**config.mk**
```make
export PLATFORM = sky130hd
export DESIGN_NAME = ram_port_arbiter
export DESIGN_NICKNAME = d
export VERILOG_FILES = /design/src/rtl/ram_arb_pkg.sv /design/src/rtl/ram_arb_grant.sv /design/src/rtl/ram_port_arbiter.sv
export SDC_FILE = /design/constraint.sdc
export NUM_CORES = 1
export LEC_CHECK = 0
export ABC_AREA = 1
export CELL_PAD_IN_SITES_DETAIL_PLACEMENT = 0
export CELL_PAD_IN_SITES_GLOBAL_PLACEMENT = 1
export CORE_ASPECT_RATIO = 2
export CORE_MARGIN = 10
export CORE_UTILIZATION = 23
export CTS_CLUSTER_DIAMETER = 100
export DETAILED_ROUTE_END_ITERATION = 10
export HOLD_SLACK_MARGIN = 0.02
export MAX_ROUTING_LAYER = met4
export PLACE_DENSITY = 0.83
export SLEW_MARGIN = 20
export SYNTH_ARGS = -nofsm -noshare
export SYNTH_HDL_FRONTEND = slang
export SYNTH_SLANG_ARGS = --single-unit
```
**constraint.sdc**
```tcl
create_clock -name clk -period 6.4 [get_ports clk]
set_input_delay 1.28 -clock clk [delete_from_list [all_inputs] [get_ports clk]]
set_output_delay 1.28 -clock clk [all_outputs]
set_load 0.02 [all_outputs]
```
**src/rtl/ram_arb_pkg.sv**
```systemverilog
// Shared types for the RAM port A arbiter: access sizes, requester count and
// the response-stage record. Used by ram_arb_grant and ram_port_arbiter.
package ram_arb_pkg;

   typedef enum logic [1:0] {SZ_BYTE, SZ_HALF, SZ_WORD, SZ_RSVD} access_size_t;

   localparam int NUM_REQ   = 2;
   // Offset field is sized for RAM words of up to 64 bytes.
   localparam int OFF_MAX_W = 6;

   typedef struct packed {
      logic                 valid;
      logic                 owner;
      logic [OFF_MAX_W-1:0] offset;
      access_size_t         size;
      logic                 write;
      logic                 err;
   } rsp_q_t;

endpackage

```
**src/rtl/ram_arb_grant.sv**
```systemverilog
// Two-requester grant logic: fixed priority to requester 0, or alternating
// priority when ARB_ROUND_ROBIN_EN is defined.
module ram_arb_grant
   import ram_arb_pkg::*;
(
`ifdef ARB_ROUND_ROBIN_EN
   input  logic               clk,
   input  logic               rst_n,
`endif
   input  logic [NUM_REQ-1:0] valid,
   output logic [NUM_REQ-1:0] grant
);

`ifdef ARB_ROUND_ROBIN_EN
   // Holds the requester favoured on the next contested cycle, i.e. the one
   // not granted last; reset value 0 lets requester 0 win the first contest.
   logic ptr_q;

   // NOTE: combinational outputs get a default first so no latch is inferred.
   always_comb begin
      grant = '0;
      if (&valid) grant[ptr_q] = 1'b1;
      else        grant = valid;
   end

   // NOTE: sequential state uses non-blocking assignments only.
   always_ff @(posedge clk or negedge rst_n) begin
      if (!rst_n)      ptr_q <= 1'b0;
      else if (|grant) ptr_q <= grant[0];
   end
`else
   always_comb begin
      grant    = '0;
      grant[0] = valid[0];
      grant[1] = valid[1] & ~valid[0];
   end
`endif

endmodule

```
**src/rtl/ram_port_arbiter.sv**
```systemverilog
// Shares block-RAM port A between the load/store unit and the debug master:
// byte-lane mapping, legality checks and a one-stage response pipeline.
// Optional macro ARB_ROUND_ROBIN_EN selects alternating arbitration.
module ram_port_arbiter
   import ram_arb_pkg::*;
#(
   parameter int          BYTES    = 4,
   parameter int          WIDTH    = BYTES * 8,
   parameter logic [31:0] MAX_ADDR = 32'h1000
) (
   input  logic                            clk,
   input  logic                            rst_n,
   input  logic [NUM_REQ-1:0]              req_valid,
   output logic [NUM_REQ-1:0]              req_ready,
   input  logic [NUM_REQ-1:0][WIDTH-1:0]   req_addr,
   input  logic [NUM_REQ-1:0]              req_write,
   input  logic [NUM_REQ-1:0][1:0]         req_size,
   input  logic [NUM_REQ-1:0][WIDTH-1:0]   req_wdata,
   output logic [NUM_REQ-1:0]              rsp_valid,
   output logic [WIDTH-1:0]                rsp_rdata,
   output logic                            rsp_err,
   output logic [WIDTH-1:0]                ram_addr,
   output logic [BYTES-1:0]                ram_we,
   output logic [WIDTH-1:0]                ram_wdata,
   input  logic [WIDTH-1:0]                ram_rdata
);

   localparam int OFF_W = $clog2(BYTES);

   logic [NUM_REQ-1:0] grant;
   logic               any_grant;
   logic               sel;
   logic [WIDTH-1:0]   addr;
   logic [WIDTH-1:0]   wdata;
   logic               write;
   access_size_t       size;
   logic [OFF_W-1:0]   offset;
   logic [WIDTH-1:0]   word_addr;
   logic [OFF_W:0]     span;
   logic [BYTES-1:0]   lane_mask;
   logic               align_ok;
   logic               fit_ok;
   logic               range_ok;
   logic               legal;
   logic [WIDTH-1:0]   addr_hold_q;
   rsp_q_t             rsp_d;
   rsp_q_t             rsp_q;
   logic [WIDTH-1:0]   rd_shift;

   // Holding the arbiter's inputs low keeps req_ready at 0 throughout reset.
   ram_arb_grant u_grant (
`ifdef ARB_ROUND_ROBIN_EN
      .clk   (clk),
      .rst_n (rst_n),
`endif
      .valid (req_valid & {NUM_REQ{rst_n}}),
      .grant (grant)
   );

   assign req_ready = grant;
   assign any_grant = |grant;
   assign sel       = grant[1];

   assign addr      = req_addr[sel];
   assign wdata     = req_wdata[sel];
   assign write     = req_write[sel];
   assign size      = access_size_t'(req_size[sel]);
   assign offset    = addr[OFF_W-1:0];
   assign word_addr = addr >> OFF_W;

   always_comb begin
      span      = '0;
      lane_mask = '0;
      align_ok  = 1'b0;
      unique case (size)
         SZ_BYTE: begin
            span      = (OFF_W+1)'(1);
            lane_mask = BYTES'(4'b0001);
            align_ok  = 1'b1;
         end
         SZ_HALF: begin
            span      = (OFF_W+1)'(2);
            lane_mask = BYTES'(4'b0011);
            align_ok  = ~offset[0];
         end
         SZ_WORD: begin
            span      = (OFF_W+1)'(4);
            lane_mask = BYTES'(4'b1111);
            align_ok  = (offset[1:0] == 2'b00);
         end
         default: ;
      endcase
   end

   assign fit_ok   = ({1'b0, offset} + span) <= (OFF_W+1)'(BYTES);
   assign range_ok = word_addr < WIDTH'(MAX_ADDR);
   assign legal    = (size != SZ_RSVD) && align_ok && fit_ok && range_ok;

   assign ram_we    = (any_grant && write && legal) ? BYTES'(lane_mask << offset) : '0;
   assign ram_wdata = any_grant ? (wdata << {offset, 3'b000}) : '0;
   assign ram_addr  = any_grant ? word_addr : addr_hold_q;

   always_ff @(posedge clk or negedge rst_n) begin
      if (!rst_n)         addr_hold_q <= '0;
      else if (any_grant) addr_hold_q <= word_addr;
   end

   always_comb begin
      rsp_d        = '0;
      rsp_d.valid  = any_grant;
      rsp_d.owner  = sel;
      rsp_d.offset = OFF_MAX_W'(offset);
      rsp_d.size   = size;
      rsp_d.write  = write;
      rsp_d.err    = ~legal;
   end

   // Clearing the stage on reset drops any response still in flight.
   always_ff @(posedge clk or negedge rst_n) begin
      if (!rst_n) rsp_q <= '0;
      else        rsp_q <= rsp_d;
   end

   assign rd_shift = ram_rdata >> {rsp_q.offset, 3'b000};
   assign rsp_err  = rsp_q.valid & rsp_q.err;

   always_comb begin
      rsp_valid = '0;
      rsp_rdata = '0;
      if (rsp_q.valid) rsp_valid[rsp_q.owner] = 1'b1;
      if (rsp_q.valid && !rsp_q.write && !rsp_q.err) begin
         unique case (rsp_q.size)
            SZ_BYTE: rsp_rdata = WIDTH'(rd_shift[7:0]);
            SZ_HALF: rsp_rdata = WIDTH'(rd_shift[15:0]);
            SZ_WORD: rsp_rdata = WIDTH'(rd_shift[31:0]);
            default: rsp_rdata = '0;
         endcase
      end
   end

endmodule

```
# Word level (Yosys, flattened, before mapping)
# Index checks and enable logic that the tools add are counted.
[word_totals]
register_bits = 40
latch_bits = 0
mem_bits_rw = 0
romBits = 0
output_inout_bits = 105
elab_cells = 60
mem_count = 0
[classes]
addsub = 1
n_mul = 0
n_div = 0
n_lt_le_gt_ge = 5
n_eq_ne = 5
n_shift = 3
muxes = 19
bitwise = 6
n_reduce_logical = 14
[op_table]
columns = ["cell", "n"]
rows = [
  ["$mux 32", 7],
  ["$pmux 32 s3", 1],
  ["$shl 32x5->32", 1],
  ["$shr 32x5->32", 1],
  ["$lt 30x13->1 const B", 1],
  ["$pmux 4 s3", 1],
  ["$pmux 3 s3", 1],
  ["$logic_and 1x1->1", 8],
  ["$logic_not 2->1", 3],
  ["$mux 2", 3],
  ["$eq 2x1->1 const B", 2],
  ["$eq 2x2->1 const B", 2],
  ["$lt 1x2->1 const B", 2],
  ["$mux 4", 1],
  ["$shl 4x2->4", 1],
  ["$add 2x3->3", 1],
  ["$le 3x3->1 const B", 1],
  ["$mux 1", 3],
  ["$not 1->1", 3],
  ["$pmux 1 s3", 1],
  ["$and 1x1->1", 2],
  ["$and 2x2->2", 1],
  ["$logic_not 1->1", 2],
  ["$ne 2x2->1 const B", 1],
  ["3 further kinds", 3],
]

# Depth between registers and ports, before layout
[depth]
ltp_word = 13
ltp_mapped = 18

# By module
# A second synthesis with hierarchy kept.
[hier_totals]
cells_unflattened = 597
area_unflattened_um2 = 3603.5
[by_module_without_submodules]
columns = ["mod", "n_inst", "cells_per_inst", "area_per_inst_um2", "seq_area_each_um2"]
rows = [
  ["ram_port_arbiter", 1, 594, 3585.9, 1001.0],
  ["ram_arb_grant", 1, 3, 17.5, 0.0],
]

# Least setup slack after synthesis
# No wires, ideal clock.
[synth_timing]
path_type = "input to output"
startpoint = "in rst_n"
endpoint = "out ram_we[0]"
arrival_time_ns = 3.322
slack_ns = 1.798
stages = 15
path_buffers = 2
cell_sequence = "nand2_1 -> nor2_2 -> buf_6 -> o21ai_2 -> inv_1 -> clkbuf_1 -> ha_1 -> inv_1 -> fa_1 -> nand2_1 -> nand2_1 -> nand2_1 -> inv_1 -> nand3_2 -> nor2_1"
[synth_lines]
columns = ["element", "line_no", "rtl"]
rows = [
  ["start, declared", "ram_port_arbiter.sv:12", "input logic rst_n,"],
  ["$and 2x2->2 *", "ram_port_arbiter.sv:56", ".valid (req_valid & {NUM_REQ{rst_n}}),"],
  ["$not 1->1", "ram_arb_grant.sv:35", "grant[1] = valid[1] & ~valid[0];"],
  ["$and 1x1->1 *", "ram_arb_grant.sv:35", ""],
  ["$mux 32 (implied by the code) * (2 in series)", "ram_port_arbiter.sv:64", "assign addr = req_addr[sel];"],
  ["net addr[0]", "ram_port_arbiter.sv:33", "logic [WIDTH-1:0] addr;"],
  ["branches (longest 6 deep; another with $add 2x3->3)", "--", ""],
  ["$mux 4 *", "ram_port_arbiter.sv:99", "assign ram_we = (any_grant && write && legal) ? BYTES'(lane_mask << offset) : '0;"],
  ["end, declared", "ram_port_arbiter.sv:23", "output logic [BYTES-1:0] ram_we,"],
]
# Mark *: on every way through the listed nets, which the timed path passes. The select of a mux whose other input is x is not followed.

==> out/metrics.csv <==
stage,metric,value,unit
critical_path,crit_path_start_kind,input pin,
outcome,status,"complete, no violations",
floorplan,rows,64,
place,placed_cell_area,0.006499,mm²
sta,fin_setup_tns,0,ps
route,ant_nets,0,
floorplan,dieWidth,108.8,µm
clock_network,cts_made_buffers,5,
place,gp_congestion,0.8809,
sta,fin_crit_sh,90.92,%
synthesis,syn_nets,786,
final_layout,nets,1037,
clock_network,clock_sinks,40,
synthesis,synth_edf_count,0,
floorplan,dieHeight,197.6,µm
clock_network,cts_hold_buf,0,
synthesis,synth-warning-count,0,
final_layout,final_cells,1063,
flow_run,cap_violations,0,
synthesis,ys.flop_type,dfrtp_1,
sta,period_minus_slack,5819,ps
clock_network,htree_levels,2,
clock_network,postCtsSetupRepairBufs,0,
sta,whs,479.0,ps
global_route,grt_start_max_net_pins,55,
final_layout,layout-drive-gt1-share,2.897,%
critical_path,worstPathArrival,4540,ps
floorplan,start_util,23.60,%
sta,rsz0062_at_grt,false,
clock_network,clk_path_buf_depth,2,
sta,drv_slew,0,
power_and_ir_drop,powerDensity,150.6,mW/mm²
critical_path,path_max_fanout,17,
critical_path,worstSetupEndpointType,primary output,
power_and_ir_drop,ir_drop,0.0001106,V
global_route,grt_usage,17.30,%
place,io_buffers,274,
final_layout,n_fill_cell,1638,
route,wire_per_inst,17.57,µm
place,dp_hpwl,15.59,mm
global_route,antenna_found_initial,2,
route,wl,18.68,mm
synthesis,avgSynthCellArea,5.939,µm²
synthesis,synth_top_area_cell,dfrtp_1,
hold_path,hold_path.class,flip-flop to flip-flop,
synthesis,ys_seq_elements,40,
route,vias,4850,
sta,skew,0,ps
global_route,grt_pass1_wl,28.26,mm
critical_path,worstSetupPathType,input pin to primary output,
clock_network,insertion_delay,280,ps
clock_network,clkTransAtPathRegs,60,ps
synthesis,synth_area_leaders,"dfrtp_1 28%, nand2_1 25%, o21ai_0 9.9%",
synthesis,synth_top_cell_area_share,27.59,%
global_route,overflow,0,
clock_network,root_buffer,clkbuf_16,
critical_path,required,5120,ps
route,vias_per_cell,4.563,
sta,worst_slew_pin_slew,994.9,ps
clock_network,cts.repair.resized,0,
floorplan,io_pins,275,
floorplan,core_area,0.01537,mm²
clock_network,tritoncts,built,
route,first_pass_iters,4,
global_route,grt_pass1_vias,5233,
synthesis,synth_area,0.003628,mm²
place,placed_cells,1053,
sta,max_slew_margin,33.67,%
synthesis,ys_types,31,
synthesis,synth_common_cells,"245 x nand2_1, 72 x o21ai_0, 71 x nor2_1",
final_layout,fin_area,0.006658,mm²
sta,setup_viol,0,
synthesis,async_flop_share,100.0,%
sta,finalHoldViolCount,0,
synthesis,syn_inst,611,
synthesis,synth.most_common_cell,nand2_1,
power_and_ir_drop,p_leak,0.003022,µW
sta,max_clock_freq,171.9,MHz
final_layout,syn2layout_area_growth,83.48,%
route,drc_errors,0,
synthesis,yosysSeqAreaShare,27.59,%
route,first_iter_violations,137,
floorplan,die_area,0.02151,mm²
[flip-flops by register name, summed over array words and instances, names as in the netlist]
register	count
addr_hold_q	32
rsp_q	8
[routing by layer]
layer / global-route usage (%) / vias to the layer above / part of all wire [%]
met4: 7.364 / 0 / 3.6
met5: - / - / 0
li1: - / 2450 / -
met2: 31.94 / 205 / 54
met3: 4.052 / 32 / 6.9
met1: 16.43 / 2163 / 36
[cell type report]
type	count	area, µm²	area share [%]
clock inverters	2	15.01	0.2255
multi-input cells	480	2250	33.79
well taps	198	247.7	3.721
clock buffers	6	138.9	2.086
flip-flops and latches	40	1001	15.03
inverters	52	195.2	2.932
repair buffers	283	2805	42.13
diodes	2	5.005	0.07517
[power breakdown]
group,switching (µW),internal (µW)
combinational,231,219
sequential,14.1,282
clock,102,155
total,347,655
[placed cells by master, fill, tap and decap left out, types with 5 or more instances in the layout]
master and count:
clkdlybuf4s50_1 273, nand2_1 245, o21ai_0 72, nor2_1 71, inv_1 49, dfrtp_1 40, mux2i_1 23, a21oi_1 20
buf_4 9, a31oi_1 8, o22ai_1 8, a311oi_1 5, nand3_1 5, clkbuf_16 5
[metrics by stage]
step | setup slack [ps] | total power [µW] | utilization (%)
2_1_floorplan | 1798 | 502.6 | -
3_3_place_gp | 630.0 | 755.4 | 42.27
3_5_place_dp | 509.6 | 754.8 | 42.27
4_1_cts | 510.2 | 1018 | 43.27
5_1_grt | 240.3 | 1068 | 43.30
6_report | 581.1 | 1003 | 43.30
[worst paths after layout]
path | slack, ps | end | depth (start not counted) | start
worst min-delay path | 480 | addr_hold_q[26] | 2 | addr_hold_q[26]
worst max register to register | 5670 | addr_hold_q[11] | 2 | addr_hold_q[11]
max in group asynchronous | 4800 | addr_hold_q[28] | 2 | rst_n
worst max-delay path | 580 | ram_we[1] | 17 | req_valid[0]
min in group asynchronous | 840 | addr_hold_q[6] | 1 | rst_n
worst min register to register | 480 | addr_hold_q[26] | 2 | addr_hold_q[26]
[critical path: stages]
cell and delay (ps):
clkdlybuf4s50_1 480, inv_2 240, nand3_4 230, nand2_1 110
nand2_1 160, inv_1 120, ha_1 170, ha_1 140
inv_1 50, fa_1 480, nand2_1 50, nand2_1 50
nand2_1 50, inv_1 70, nand3_2 120, nor2_1 120
clkdlybuf4s50_1 610
[cells by family (layout without fill, tap and decap cells)]
| group | count (synthesis) | count (layout) | synth area share [%] |
|---|---|---|---|
| multiplexers | 23 | 23 | 6.345 |
| flip-flops | 40 | 40 | 27.59 |
| AND/OR/NAND/NOR | 331 | 331 | 35.24 |
| AO/OA/AOI/OAI | 121 | 121 | 18.14 |
| adder cells (fa/ha/maj) | 5 | 5 | 1.931 |
| buffers and inverters | 91 | 343 | 10.76 |
| other | 0 | 2 | 0 |
Note: power is estimated with default switching activity, not from simulation.
